<file path="src/rtl/rgb2ycbcr_pipe.sv">
// -----------------------------------------------------------------------------
// rgb2ycbcr_pipe
//
// Fully pipelined BT.601 full-range RGB -> YCbCr converter for the camera
// video path. One pixel per clock, no backpressure. Video timing (DE, HSYNC,
// VSYNC) is carried through a shift register of exactly LATENCY stages so it
// stays aligned with the converted data.
//
// Parameters
//   IN_FMT   : 0 = RGB565 in in_data[15:0], 1 = RGB888 {R,G,B} in in_data[23:0]
//   OUT_MODE : 0 = gray {16'h0,Y}, 1 = YCbCr444 {Y,Cb,Cr},
//              2 = YCbCr422 {8'h0,C,Y} with pair-averaged chroma
//   LATENCY  : derived, 3 for modes 0/1 and 5 for mode 2
//
// Ports
//   clk                          pixel clock
//   rst                          synchronous active-high reset
//   in_de, in_hsync, in_vsync    input video timing
//   in_data[23:0]                input pixel
//   out_de, out_hsync, out_vsync timing delayed by LATENCY cycles
//   out_data[23:0]               converted pixel, layout set by OUT_MODE
//
// Optional feature (macro YCBCR_ROUND_EN)
//   Defined  : +128 before the >>8 (round half up) and (a+b+1)>>1 for the
//              4:2:2 chroma average.
//   Undefined: pure truncation on both. Latency is the same either way.
// -----------------------------------------------------------------------------
module rgb2ycbcr_pipe #(
  parameter int unsigned IN_FMT   = 0,
  parameter int unsigned OUT_MODE = 1
) (
  input  logic        clk,
  input  logic        rst,
  input  logic        in_de,
  input  logic        in_hsync,
  input  logic        in_vsync,
  input  logic [23:0] in_data,
  output logic        out_de,
  output logic        out_hsync,
  output logic        out_vsync,
  output logic [23:0] out_data
);

  localparam int unsigned LATENCY = (OUT_MODE == 2) ? 5 : 3;

`ifdef YCBCR_ROUND_EN
  localparam logic signed [17:0] SUM_RND = 18'sd128;
  localparam logic        [8:0]  AVG_RND = 9'd1;
`else
  localparam logic signed [17:0] SUM_RND = 18'sd0;
  localparam logic        [8:0]  AVG_RND = 9'd0;
`endif

  // Chroma offset of 128 expressed before the >>8 scaling.
  localparam logic signed [17:0] C_OFFSET = 18'sd32768;

  // ---------------------------------------------------------------------------
  // Helpers
  // ---------------------------------------------------------------------------
  function automatic logic signed [17:0] sx(input logic [15:0] v);
    return signed'({2'b00, v});
  endfunction

  // Arithmetic shift by 8, then saturate to the 8-bit range.
  function automatic logic [7:0] clamp8(input logic signed [17:0] v);
    logic signed [17:0] s;
    s = v >>> 8;
    if (s < 18'sd0)
      return 8'h00;
    else if (s > 18'sd255)
      return 8'hFF;
    else
      return s[7:0];
  endfunction

  function automatic logic [7:0] avg8(input logic [7:0] a, input logic [7:0] b);
    logic [8:0] s;
    s = {1'b0, a} + {1'b0, b} + AVG_RND;
    return s[8:1];
  endfunction

  // ---------------------------------------------------------------------------
  // Input expansion to 8 bits per channel
  // ---------------------------------------------------------------------------
  logic [7:0] w_r8;
  logic [7:0] w_g8;
  logic [7:0] w_b8;

  generate
    if (IN_FMT == 0) begin : g_rgb565
      // MSB replication keeps full-scale 5/6-bit codes at exactly 255.
      assign w_r8 = {in_data[15:11], in_data[15:13]};
      assign w_g8 = {in_data[10:5],  in_data[10:9]};
      assign w_b8 = {in_data[4:0],   in_data[4:2]};
      logic w_unused_hi;
      assign w_unused_hi = ^in_data[23:16];
    end else begin : g_rgb888
      assign w_r8 = in_data[23:16];
      assign w_g8 = in_data[15:8];
      assign w_b8 = in_data[7:0];
    end
  endgenerate

  // ---------------------------------------------------------------------------
  // S1: nine coefficient products
  // ---------------------------------------------------------------------------
  logic [15:0] r_py_r, r_py_g, r_py_b;
  logic [15:0] r_pcb_r, r_pcb_g, r_pcb_b;
  logic [15:0] r_pcr_r, r_pcr_g, r_pcr_b;

  // NOTE: all pipeline state uses non-blocking assignments so every stage
  // samples the previous stage's value from before the clock edge.
  always_ff @(posedge clk) begin
    if (rst) begin
      r_py_r  <= '0;
      r_py_g  <= '0;
      r_py_b  <= '0;
      r_pcb_r <= '0;
      r_pcb_g <= '0;
      r_pcb_b <= '0;
      r_pcr_r <= '0;
      r_pcr_g <= '0;
      r_pcr_b <= '0;
    end else begin
      r_py_r  <= 16'(w_r8) * 16'd77;
      r_py_g  <= 16'(w_g8) * 16'd150;
      r_py_b  <= 16'(w_b8) * 16'd29;
      r_pcb_r <= 16'(w_r8) * 16'd43;
      r_pcb_g <= 16'(w_g8) * 16'd85;
      r_pcb_b <= 16'(w_b8) * 16'd128;
      r_pcr_r <= 16'(w_r8) * 16'd128;
      r_pcr_g <= 16'(w_g8) * 16'd107;
      r_pcr_b <= 16'(w_b8) * 16'd21;
    end
  end

  // ---------------------------------------------------------------------------
  // S2: signed sums with chroma offset and optional rounding
  // ---------------------------------------------------------------------------
  logic signed [17:0] r_y2, r_cb2, r_cr2;

  always_ff @(posedge clk) begin
    if (rst) begin
      r_y2  <= '0;
      r_cb2 <= '0;
      r_cr2 <= '0;
    end else begin
      r_y2  <= sx(r_py_r) + sx(r_py_g) + sx(r_py_b) + SUM_RND;
      r_cb2 <= sx(r_pcb_b) - sx(r_pcb_r) - sx(r_pcb_g) + C_OFFSET + SUM_RND;
      r_cr2 <= sx(r_pcr_r) - sx(r_pcr_g) - sx(r_pcr_b) + C_OFFSET + SUM_RND;
    end
  end

  // ---------------------------------------------------------------------------
  // S3: scale and clamp to 8 bits
  // ---------------------------------------------------------------------------
  logic [7:0] r_s3_y, r_s3_cb, r_s3_cr;

  always_ff @(posedge clk) begin
    if (rst) begin
      r_s3_y  <= '0;
      r_s3_cb <= '0;
      r_s3_cr <= '0;
    end else begin
      r_s3_y  <= clamp8(r_y2);
      r_s3_cb <= clamp8(r_cb2);
      r_s3_cr <= clamp8(r_cr2);
    end
  end

  // ---------------------------------------------------------------------------
  // Timing delay line: r_sync[k] is aligned with pipeline stage k+1.
  // Each entry is {de, hsync, vsync}.
  // ---------------------------------------------------------------------------
  logic [LATENCY-1:0][2:0] r_sync;

  // NOTE: the delay line is cleared on reset, not just the data stages, so a
  // mid-line reset cannot leave stale DE bits that would qualify garbage data.
  always_ff @(posedge clk) begin
    if (rst) begin
      r_sync <= '0;
    end else begin
      r_sync <= {r_sync[LATENCY-2:0], {in_de, in_hsync, in_vsync}};
    end
  end

  assign out_de    = r_sync[LATENCY-1][2];
  assign out_hsync = r_sync[LATENCY-1][1];
  assign out_vsync = r_sync[LATENCY-1][0];

  // ---------------------------------------------------------------------------
  // Output formatting
  // ---------------------------------------------------------------------------
  generate
    if (OUT_MODE == 2) begin : g_ycbcr422
      logic       w_de3;
      logic       w_de4;
      logic [7:0] r_y4, r_cb4, r_cr4;
      logic [7:0] r_crsave;
      logic       r_phase;
      logic [7:0] r_c5, r_y5;

      assign w_de3 = r_sync[2][2];
      assign w_de4 = r_sync[3][2];

      // r_phase is the parity of the pixel currently in S4; it restarts at
      // even whenever S4 sees a blanking cycle.
      always_ff @(posedge clk) begin
        if (rst) begin
          r_y4     <= '0;
          r_cb4    <= '0;
          r_cr4    <= '0;
          r_crsave <= '0;
          r_phase  <= 1'b0;
          r_c5     <= '0;
          r_y5     <= '0;
        end else begin
          r_y4    <= r_s3_y;
          r_cb4   <= r_s3_cb;
          r_cr4   <= r_s3_cr;
          r_phase <= w_de4 ? ~r_phase : 1'b0;

          if (!w_de4) begin
            r_c5 <= '0;
            r_y5 <= '0;
          end else if (r_phase) begin
            // Odd pixel: Cr averaged when its even partner went out.
            r_c5 <= r_crsave;
            r_y5 <= r_y4;
          end else begin
            r_y5 <= r_y4;
            if (w_de3) begin
              // Partner is one stage behind in S3; average both chroma now.
              r_c5     <= avg8(r_cb4, r_s3_cb);
              r_crsave <= avg8(r_cr4, r_s3_cr);
            end else begin
              // Odd-length run tail: no partner, pass Cb through.
              r_c5 <= r_cb4;
            end
          end
        end
      end

      assign out_data = {8'h00, r_c5, r_y5};
    end else if (OUT_MODE == 0) begin : g_gray
      logic w_unused_chroma;
      assign w_unused_chroma = ^{r_s3_cb, r_s3_cr};
      assign out_data = {16'h0000, r_s3_y};
    end else begin : g_ycbcr444
      assign out_data = {r_s3_y, r_s3_cb, r_s3_cr};
    end
  endgenerate

endmodule
</file>
<file path="config.mk">
export PLATFORM = sky130hd
export DESIGN_NAME = rgb2ycbcr_pipe
export DESIGN_NICKNAME = d
export VERILOG_FILES = /design/src/rtl/rgb2ycbcr_pipe.sv
export SDC_FILE = /design/constraint.sdc
export NUM_CORES = 1
export LEC_CHECK = 0
export CORE_ASPECT_RATIO = 2
export CORE_MARGIN = 5
export CORE_UTILIZATION = 60
export DETAILED_ROUTE_END_ITERATION = 10
export PLACE_DENSITY = 0.79
export SYNTH_ARGS = -nofsm -noshare
export SYNTH_HDL_FRONTEND = slang
export SYNTH_SLANG_ARGS = --single-unit
</file>
<file path="constraint.sdc">
create_clock -name clk -period 10.65 [get_ports clk]
set_clock_uncertainty 0.1 [all_clocks]
set_input_delay 2.13 -clock clk [delete_from_list [all_inputs] [get_ports clk]]
set_output_delay 2.13 -clock clk [all_outputs]
set_load 0.1 [all_outputs]
</file>
==> results of run 1 <==
power breakdown:
group	leakage [nW]	switching [mW]	total, mW	internal, mW
Combinational	5.38	1.34	2.36	1.02
Clock	0.304	0.243	0.642	0.399
Sequential	1.31	0.0744	0.843	0.769
metal layers:
metal	wire (um)	up-vias
met4	1496	0
li1	-	4645
met5	0	-
met1	9309	4457
met3	550	76
met2	15060	139
sequential cells by signal, indices dropped and copies added (netlist names), 3 cells and up:
register / cells
r_py_g: 15
r_py_r: 15
r_pcb_g: 14
r_pcb_r: 13
r_py_b: 13
r_cb2: 10
r_cr2: 10
r_pcr_b: 10
r_pcr_g: 10
r_y2: 9
r_s3_cb: 8
r_s3_cr: 8
r_s3_y: 8
r_sync: 6
r_pcb_b: 3
r_pcr_r: 3
layout make-up:
class | instances | area (um2)
multi-input cells | 981 | 8783
clock buffers | 19 | 442.9
repair buffers | 50 | 490.5
flip-flops and latches | 158 | 3163
clock inverters | 13 | 188.9
fillers | 1640 | 6804
well taps | 269 | 336.6
inverters | 191 | 716.9
through the flow:
stage          hold slack, ns  cell area [um2]  cells
3_5_place_dp           0.3149            13490   1649
6_report               0.3242            14120   1681
2_1_floorplan          0.3052            12730   1349
4_1_cts                0.3293            14120   1681
3_3_place_gp           0.3078            13490   1649
5_1_grt                0.3384            14120   1681
synth_stat cells, types with 5 or more instances:
cell	number	area (um2)
sky130_fd_sc_hd__nand2_1	24	90.09
sky130_fd_sc_hd__xnor2_1	51	446.7
sky130_fd_sc_hd__nor3b_1	7	52.55
sky130_fd_sc_hd__and3_1	7	43.79
sky130_fd_sc_hd__a21o_1	31	232.7
sky130_fd_sc_hd__nand3_1	9	45.04
sky130_fd_sc_hd__a211oi_1	6	45.04
sky130_fd_sc_hd__fa_1	68	1361
sky130_fd_sc_hd__dfxtp_1	158	3163
sky130_fd_sc_hd__o21a_1	31	232.7
sky130_fd_sc_hd__nand2b_1	12	75.07
sky130_fd_sc_hd__clkbuf_1	16	60.06
sky130_fd_sc_hd__a21oi_1	51	255.2
sky130_fd_sc_hd__nor3_1	26	130.1
sky130_fd_sc_hd__nor2b_1	42	262.8
sky130_fd_sc_hd__o21bai_1	6	45.04
sky130_fd_sc_hd__o21ai_0	36	180.2
sky130_fd_sc_hd__a31o_2	6	52.55
sky130_fd_sc_hd__ha_1	285	3566
sky130_fd_sc_hd__nor2_1	154	578.1
sky130_fd_sc_hd__nand4_1	5	31.28
sky130_fd_sc_hd__inv_1	191	716.9
sky130_fd_sc_hd__xor2_1	46	402.9
sky130_fd_sc_hd__a31oi_1	13	81.33
cells by family (layout without fill, tap and decap cells):
kind of cell | count (synthesis) | in the layout | share of synthesized area [%]
mux | 7 | 7 | 0.6288
simple gates | 304 | 304 | 11.39
flops | 158 | 158 | 24.84
xor+xnor | 97 | 97 | 6.671
compound gates | 220 | 220 | 11.59
fa+ha+maj | 353 | 353 | 38.69
buf+inv | 210 | 273 | 6.190
worst max-delay path by stage:
stage / cells past startpoint / end / slack, ns
6_report: 15 / r_pcr_g[13] / 4.15
3_3_place_gp: 15 / r_pcr_g[13] / 3.74
2_1_floorplan: 15 / r_pcr_g[13] / 4.83
4_1_cts: 17 / r_pcr_g[13] / 4.14
3_5_place_dp: 17 / r_pcr_g[13] / 3.69
5_1_grt: 17 / r_pcr_g[13] / 3.84
worst max-delay path, cell delays in order:
cell and delay, ns:
sky130_fd_sc_hd__clkdlybuf4s50_1 0.74, sky130_fd_sc_hd__ha_1 0.48, sky130_fd_sc_hd__inv_1 0.06, sky130_fd_sc_hd__ha_1 0.27
sky130_fd_sc_hd__inv_1 0.05, sky130_fd_sc_hd__fa_1 0.49, sky130_fd_sc_hd__fa_1 0.51, sky130_fd_sc_hd__inv_1 0.06
sky130_fd_sc_hd__ha_1 0.36, sky130_fd_sc_hd__a41oi_1 0.23, sky130_fd_sc_hd__o21ai_0 0.17, sky130_fd_sc_hd__o31ai_1 0.36
sky130_fd_sc_hd__o21ai_0 0.21, sky130_fd_sc_hd__a31oi_1 0.24, sky130_fd_sc_hd__mux2_2 0.35
==> load_flow_metrics.sql, run 1 <==
INSERT INTO impl_metrics (metric_group, metric, value, unit) VALUES
('clocking', 'cts.reportedPaths.clkPinSlew', '0.06', 'ns'),
('clocking', 'cts_bufs_inserted', '17', ''),
('place', 'final_gp_congestion', '0.9620', ''),
('clocking', 'clock-root-buffer', 'sky130_fd_sc_hd__clkbuf_16', ''),
('die', 'initial_utilization', '60.86', '%'),
('layout', 'syn2layout_area_growth', '10.90', '%'),
('place', 'buffer_ports.inserted', '47', ''),
('min_path', 'hold_path_end', 'r_s3_cr[4]', ''),
('setup_path', 'setup.worst_path.end_class', 'register', ''),
('die', 'die-area', '24410', 'um2'),
('die', 'num_rows', '75', ''),
('grt', 'globalRoute.totalOverflow', '0', ''),
('layout', 'commonest_cells_after_routing_fill_and_taps_aside', 'sky130_fd_sc_hd__ha_1 (285), sky130_fd_sc_hd__inv_1 (191), sky130_fd_sc_hd__dfxtp_1 (158)', ''),
('grt', 'overall_track_demand_over_capacity_in_global_routing', '22.67', '%'),
('sta', 'portion_of_the_clock_cycle_consumed_by_the_worst_path_in_the_final_layout', '61.02', '%'),
('setup_path', 'reg2reg_from', 'r_py_r[0]', ''),
('grt', 'grt_util_met2', '45.19', '%'),
('place', 'place_worst_setup_slack', '3.690', 'ns'),
('pwr', 'cellPowerDensity', '272.6', 'nW/um2'),
('grt', 'grt_pass1_wl', '44530', 'um'),
('synthesis', 'average_size_of_a_mapped_cell', '9.440', 'um2'),
('pwr', 'worst_ir_drop_vdd', '160.2', 'uV'),
('grt', 'gr-usage-met3', '3.111', '%'),
('die', 'boundaryPins', '56', ''),
('sta', 'tns', '0', 'ns'),
('status', 'status', 'completed', ''),
('min_path', 'hold_class', 'register to register', ''),
('die', 'placeableCoreArea', '20930', 'um2'),
('synthesis', 'dominantRegCellSynth', 'sky130_fd_sc_hd__dfxtp_1', ''),
('synthesis', 'yosys_register_bits', '158', ''),
('layout', 'final_net_count', '1781', ''),
('route', 'drt-total-wl', '26420', 'um'),
('route', 'total_via_count_after_detailed_routing', '9317', ''),
('min_path', 'hp-start', 'r_cr2[12]', ''),
('layout', 'final_core_utilization', '67.49', '%'),
('synthesis', 'synth.distinct_cells', '58', ''),
('setup_path', 'crit_type', 'input port to register', ''),
('die', 'die_width', '113.0', 'um'),
('place', 'dp_hpwl', '21980', 'um'),
('sta', 'timing.final.hold_violations', '0', ''),
('synthesis', 'syn-num-nets', '1731', ''),
('layout', 'final_common_cell', 'sky130_fd_sc_hd__ha_1', ''),
('setup_path', 'cp_max_fo', '11', ''),
('setup_path', 'source_of_the_critical_timing_path', 'in_data[10]', ''),
('sta', 'fin_crit', '6.499', 'ns'),
('run', 'drv.max_cap_violation_count', '0', ''),
('layout', 'antenna-diode-count', '0', ''),
('route', 'post_drt_via_cell_ratio', '5.543', ''),
('setup_path', 'timing.critical_path.arrival', '6.72', 'ns'),
('setup_path', 'r2r_end', 'r_cb2[14]', ''),
('clocking', 'cts.htree.levels', '4', ''),
('clocking', 'worstSkewPairLatency', '0.43', 'ns'),
('sta', 'final_max_slew_viol_count', '0', ''),
('grt', 'grt_pass1_vias', '9794', ''),
('route', 'avgRoutedWirePerCell', '15.71', 'um'),
('pwr', 'total_power', '3.850', 'mW'),
('pwr', 'p_leak', '7.000', 'nW'),
('sta', 'worst_pin_slew', '0.9853', 'ns'),
('setup_path', 'critPathRequiredTime', '10.87', 'ns'),
('synthesis', 'synth_area', '12730', 'um2'),
('synthesis', 'synth_enable_flop_cells', '0', ''),
('clocking', 'cts_tree', 'built', ''),
('synthesis', 'async_flop_share', '0', '%'),
('synthesis', 'yosys_warns', '0', ''),
('sta', 'post-route-worst-setup-slack', '4.151', 'ns'),
('sta', 'finalSetupViolations', '0', ''),
('grt', 'most_used_routing_layer_in_global_routing', 'met2', ''),
('clocking', 'cts.sink_count', '158', ''),
('route', 'detail_route.iter0.violations', '306', ''),
('grt', 'grt_start_max_net_pins', '86', ''),
('synthesis', 'fraction_of_the_yosys_area_taken_by_sequential_cells', '24.84', '%');
(Power assumes the default switching activity.)
==> run 2: changes to the inputs <==
clock period = 6.73 ns   (was 10.65 ns; I/O delays follow)
==> load_flow_metrics.sql, run 2 (same netlist as run 1, synthesis figures left out) <==
INSERT INTO impl_metrics (metric_group, metric, value, unit) VALUES
('status', 'status', 'completed', ''),
('route', 'first_pass_iters', '4', ''),
('clocking', 'cts.htree.levels', '4', ''),
('clocking', 'post_cts.repair.setup_buffers', '0', ''),
('sta', 'fin_crit', '5.627', 'ns'),
('layout', 'multi_input_comb_area', '8783', 'um2'),
('min_path', 'hold_class', 'register to register', ''),
('die', 'initial_utilization', '60.86', '%'),
('layout', 'final_common_cell', 'sky130_fd_sc_hd__ha_1', ''),
('setup_path', 'source_of_the_critical_timing_path', 'in_data[9]', ''),
('setup_path', 'reg2reg_depth', '14', ''),
('pwr', 'p_leak', '7.022', 'nW'),
('clocking', 'worstSkewPairLatency', '0.44', 'ns'),
('setup_path', 'crit_type', 'input port to register', ''),
('sta', 'portion_of_the_clock_cycle_consumed_by_the_worst_path_in_the_final_layout', '83.61', '%'),
('min_path', 'hp-start', 'r_cb2[14]', ''),
('route', 'post_drt_via_cell_ratio', '5.572', ''),
('layout', 'antenna-diode-count', '0', ''),
('clocking', 'cts_tree', 'built', ''),
('route', 'total_via_count_after_detailed_routing', '9383', ''),
('setup_path', 'critPathRequiredTime', '6.95', 'ns'),
('clocking', 'cts.sink_count', '158', ''),
('place', 'dp_hpwl', '22480', 'um'),
('grt', 'overall_track_demand_over_capacity_in_global_routing', '23.02', '%'),
('sta', 'worst_pin_slew', '1.004', 'ns'),
('route', 'detail_route.drc_violations', '0', ''),
('layout', 'syn2layout_area_growth', '11.17', '%'),
('die', 'die_width', '113.0', 'um'),
('layout', 'final_core_utilization', '67.65', '%'),
('die', 'num_rows', '75', ''),
('die', 'placeableCoreArea', '20930', 'um2'),
('sta', 'grt_setup_unrepaired', 'false', ''),
('layout', 'seqCellArea', '3163', 'um2'),
('grt', 'globalRoute.totalOverflow', '0', ''),
('layout', 'commonest_cells_after_routing_fill_and_taps_aside', 'sky130_fd_sc_hd__ha_1 (285), sky130_fd_sc_hd__inv_1 (191), sky130_fd_sc_hd__dfxtp_1 (158)', ''),
('clocking', 'hold_buffers', '0', ''),
('clocking', 'cts.reportedPaths.clkPinSlew', '0.06', 'ns'),
('clocking', 'clock-root-buffer', 'sky130_fd_sc_hd__clkbuf_16', ''),
('layout', 'largestRegisters', 'r_py_g: 15 flops, r_py_r: 15 flops, r_pcb_g: 14 flops', ''),
('sta', 'finalSetupViolations', '0', ''),
('clocking', 'cts_repair_resize_count', '0', ''),
('setup_path', 'reg2reg_from', 'r_py_r[0]', ''),
('route', 'final_antenna_net_count', '0', ''),
('sta', 'slew-limit-headroom', '32.86', '%'),
('die', 'boundaryPins', '56', ''),
('grt', 'grt_start_max_net_pins', '58', ''),
('pwr', 'worst_ir_drop_vdd', '256.8', 'uV'),
('min_path', 'hold-path-cell-count', '1', ''),
('place', 'final_gp_congestion', '0.9604', ''),
('die', 'floorplan.die.height', '216.0', 'um'),
('die', 'die-area', '24410', 'um2'),
('route', 'detail_route.iter0.violations', '353', ''),
('grt', 'antenna_violations_before_repair', '0', ''),
('grt', 'grt_pass1_vias', '9901', ''),
('setup_path', 'setup.worst_path.end_class', 'register', ''),
('setup_path', 'worst_setup_path_start_kind', 'input port', ''),
('sta', 'timing.fmax', '0.1777', 'GHz'),
('grt', 'grt_pass1_wl', '45080', 'um'),
('run', 'drv.max_cap_violation_count', '0', ''),
('layout', 'post_route_cells_drive_above_1_share', '4.099', '%'),
('clocking', 'largest_buffer_count_on_any_clock_path', '2', ''),
('setup_path', 'cp_max_fo', '5', ''),
('clocking', 'cts_bufs_inserted', '17', ''),
('pwr', 'cellPowerDensity', '431.2', 'nW/um2'),
('sta', 'tns', '0', 'ns'),
('sta', 'final_max_slew_viol_count', '0', ''),
('setup_path', 'timing.critical_path.arrival', '5.85', 'ns'),
('layout', 'final_net_count', '1785', ''),
('sta', 'timing.final.hold_violations', '0', ''),
('route', 'drt-total-wl', '26790', 'um'),
('place', 'buffer_ports.inserted', '47', ''),
('route', 'avgRoutedWirePerCell', '15.91', 'um'),
('layout', 'filler_cell_count', '1645', '');
==> run 2: cell type report <==
| cell class | instances | share of cell area, % |
|---|---|---|
| repair buffers | 54 | 3.677 |
| clock inverters | 12 | 1.299 |
| inverters | 191 | 5.064 |
| well taps | 269 | 2.377 |
| multi-input cells | 981 | 62.04 |
| clock buffers | 19 | 3.199 |
| flip-flops and latches | 158 | 22.34 |
==> run 2: worst paths after layout <==
check,end,slack (ns)
min,r_s3_cb[6],0.33
min reg2reg,r_s3_cb[6],0.33
max reg2reg,r_cb2[14],2.84
max,r_pcr_g[13],1.10
==> run 2: worst max-delay path: stages <==
cell,delay [ns]
sky130_fd_sc_hd__clkdlybuf4s50_1,0.48
sky130_fd_sc_hd__inv_1,0.19
sky130_fd_sc_hd__ha_1,0.40
sky130_fd_sc_hd__inv_1,0.07
sky130_fd_sc_hd__ha_1,0.27
sky130_fd_sc_hd__inv_1,0.06
sky130_fd_sc_hd__fa_1,0.50
sky130_fd_sc_hd__fa_1,0.52
sky130_fd_sc_hd__inv_1,0.07
sky130_fd_sc_hd__ha_1,0.37
sky130_fd_sc_hd__a41oi_1,0.24
sky130_fd_sc_hd__o21ai_0,0.20
sky130_fd_sc_hd__o31ai_1,0.34
sky130_fd_sc_hd__o21ai_0,0.20
sky130_fd_sc_hd__a31oi_1,0.24
sky130_fd_sc_hd__mux2_2,0.35
==> run 2: where the power goes <==
part | internal [mW] | switching (mW) | leakage (nW)
sequential | 1.22 | 0.121 | 1.31
clock | 0.641 | 0.385 | 0.306
combinational | 1.62 | 2.12 | 5.40
total | 3.48 | 2.63 | 7.02
==> run 2: metal layers <==
metal	global-route usage, %	vias to the layer above	share of wire (%)
met5	0	-	0
met4	12.03	0	5.0
met3	2.747	71	2.0
met2	46.52	122	58
met1	21.60	4528	35
li1	-	4662	-
==> run 2: metrics by stage <==
stage | cell area, um2 | std cells | setup WS, ns | hold WS (ns) | total power, mW
floorplan | 12730 | 1349 | 1.691 | 0.3052 | 4.311
global placement | 13520 | 1653 | 0.7391 | 0.3071 | 4.950
detailed placement | 13520 | 1653 | 0.6816 | 0.3139 | 5.068
CTS | 14160 | 1684 | 1.114 | 0.3291 | 6.151
global route | 14160 | 1684 | 0.9774 | 0.3400 | 6.674
finish | 14160 | 1684 | 1.103 | 0.3254 | 6.104
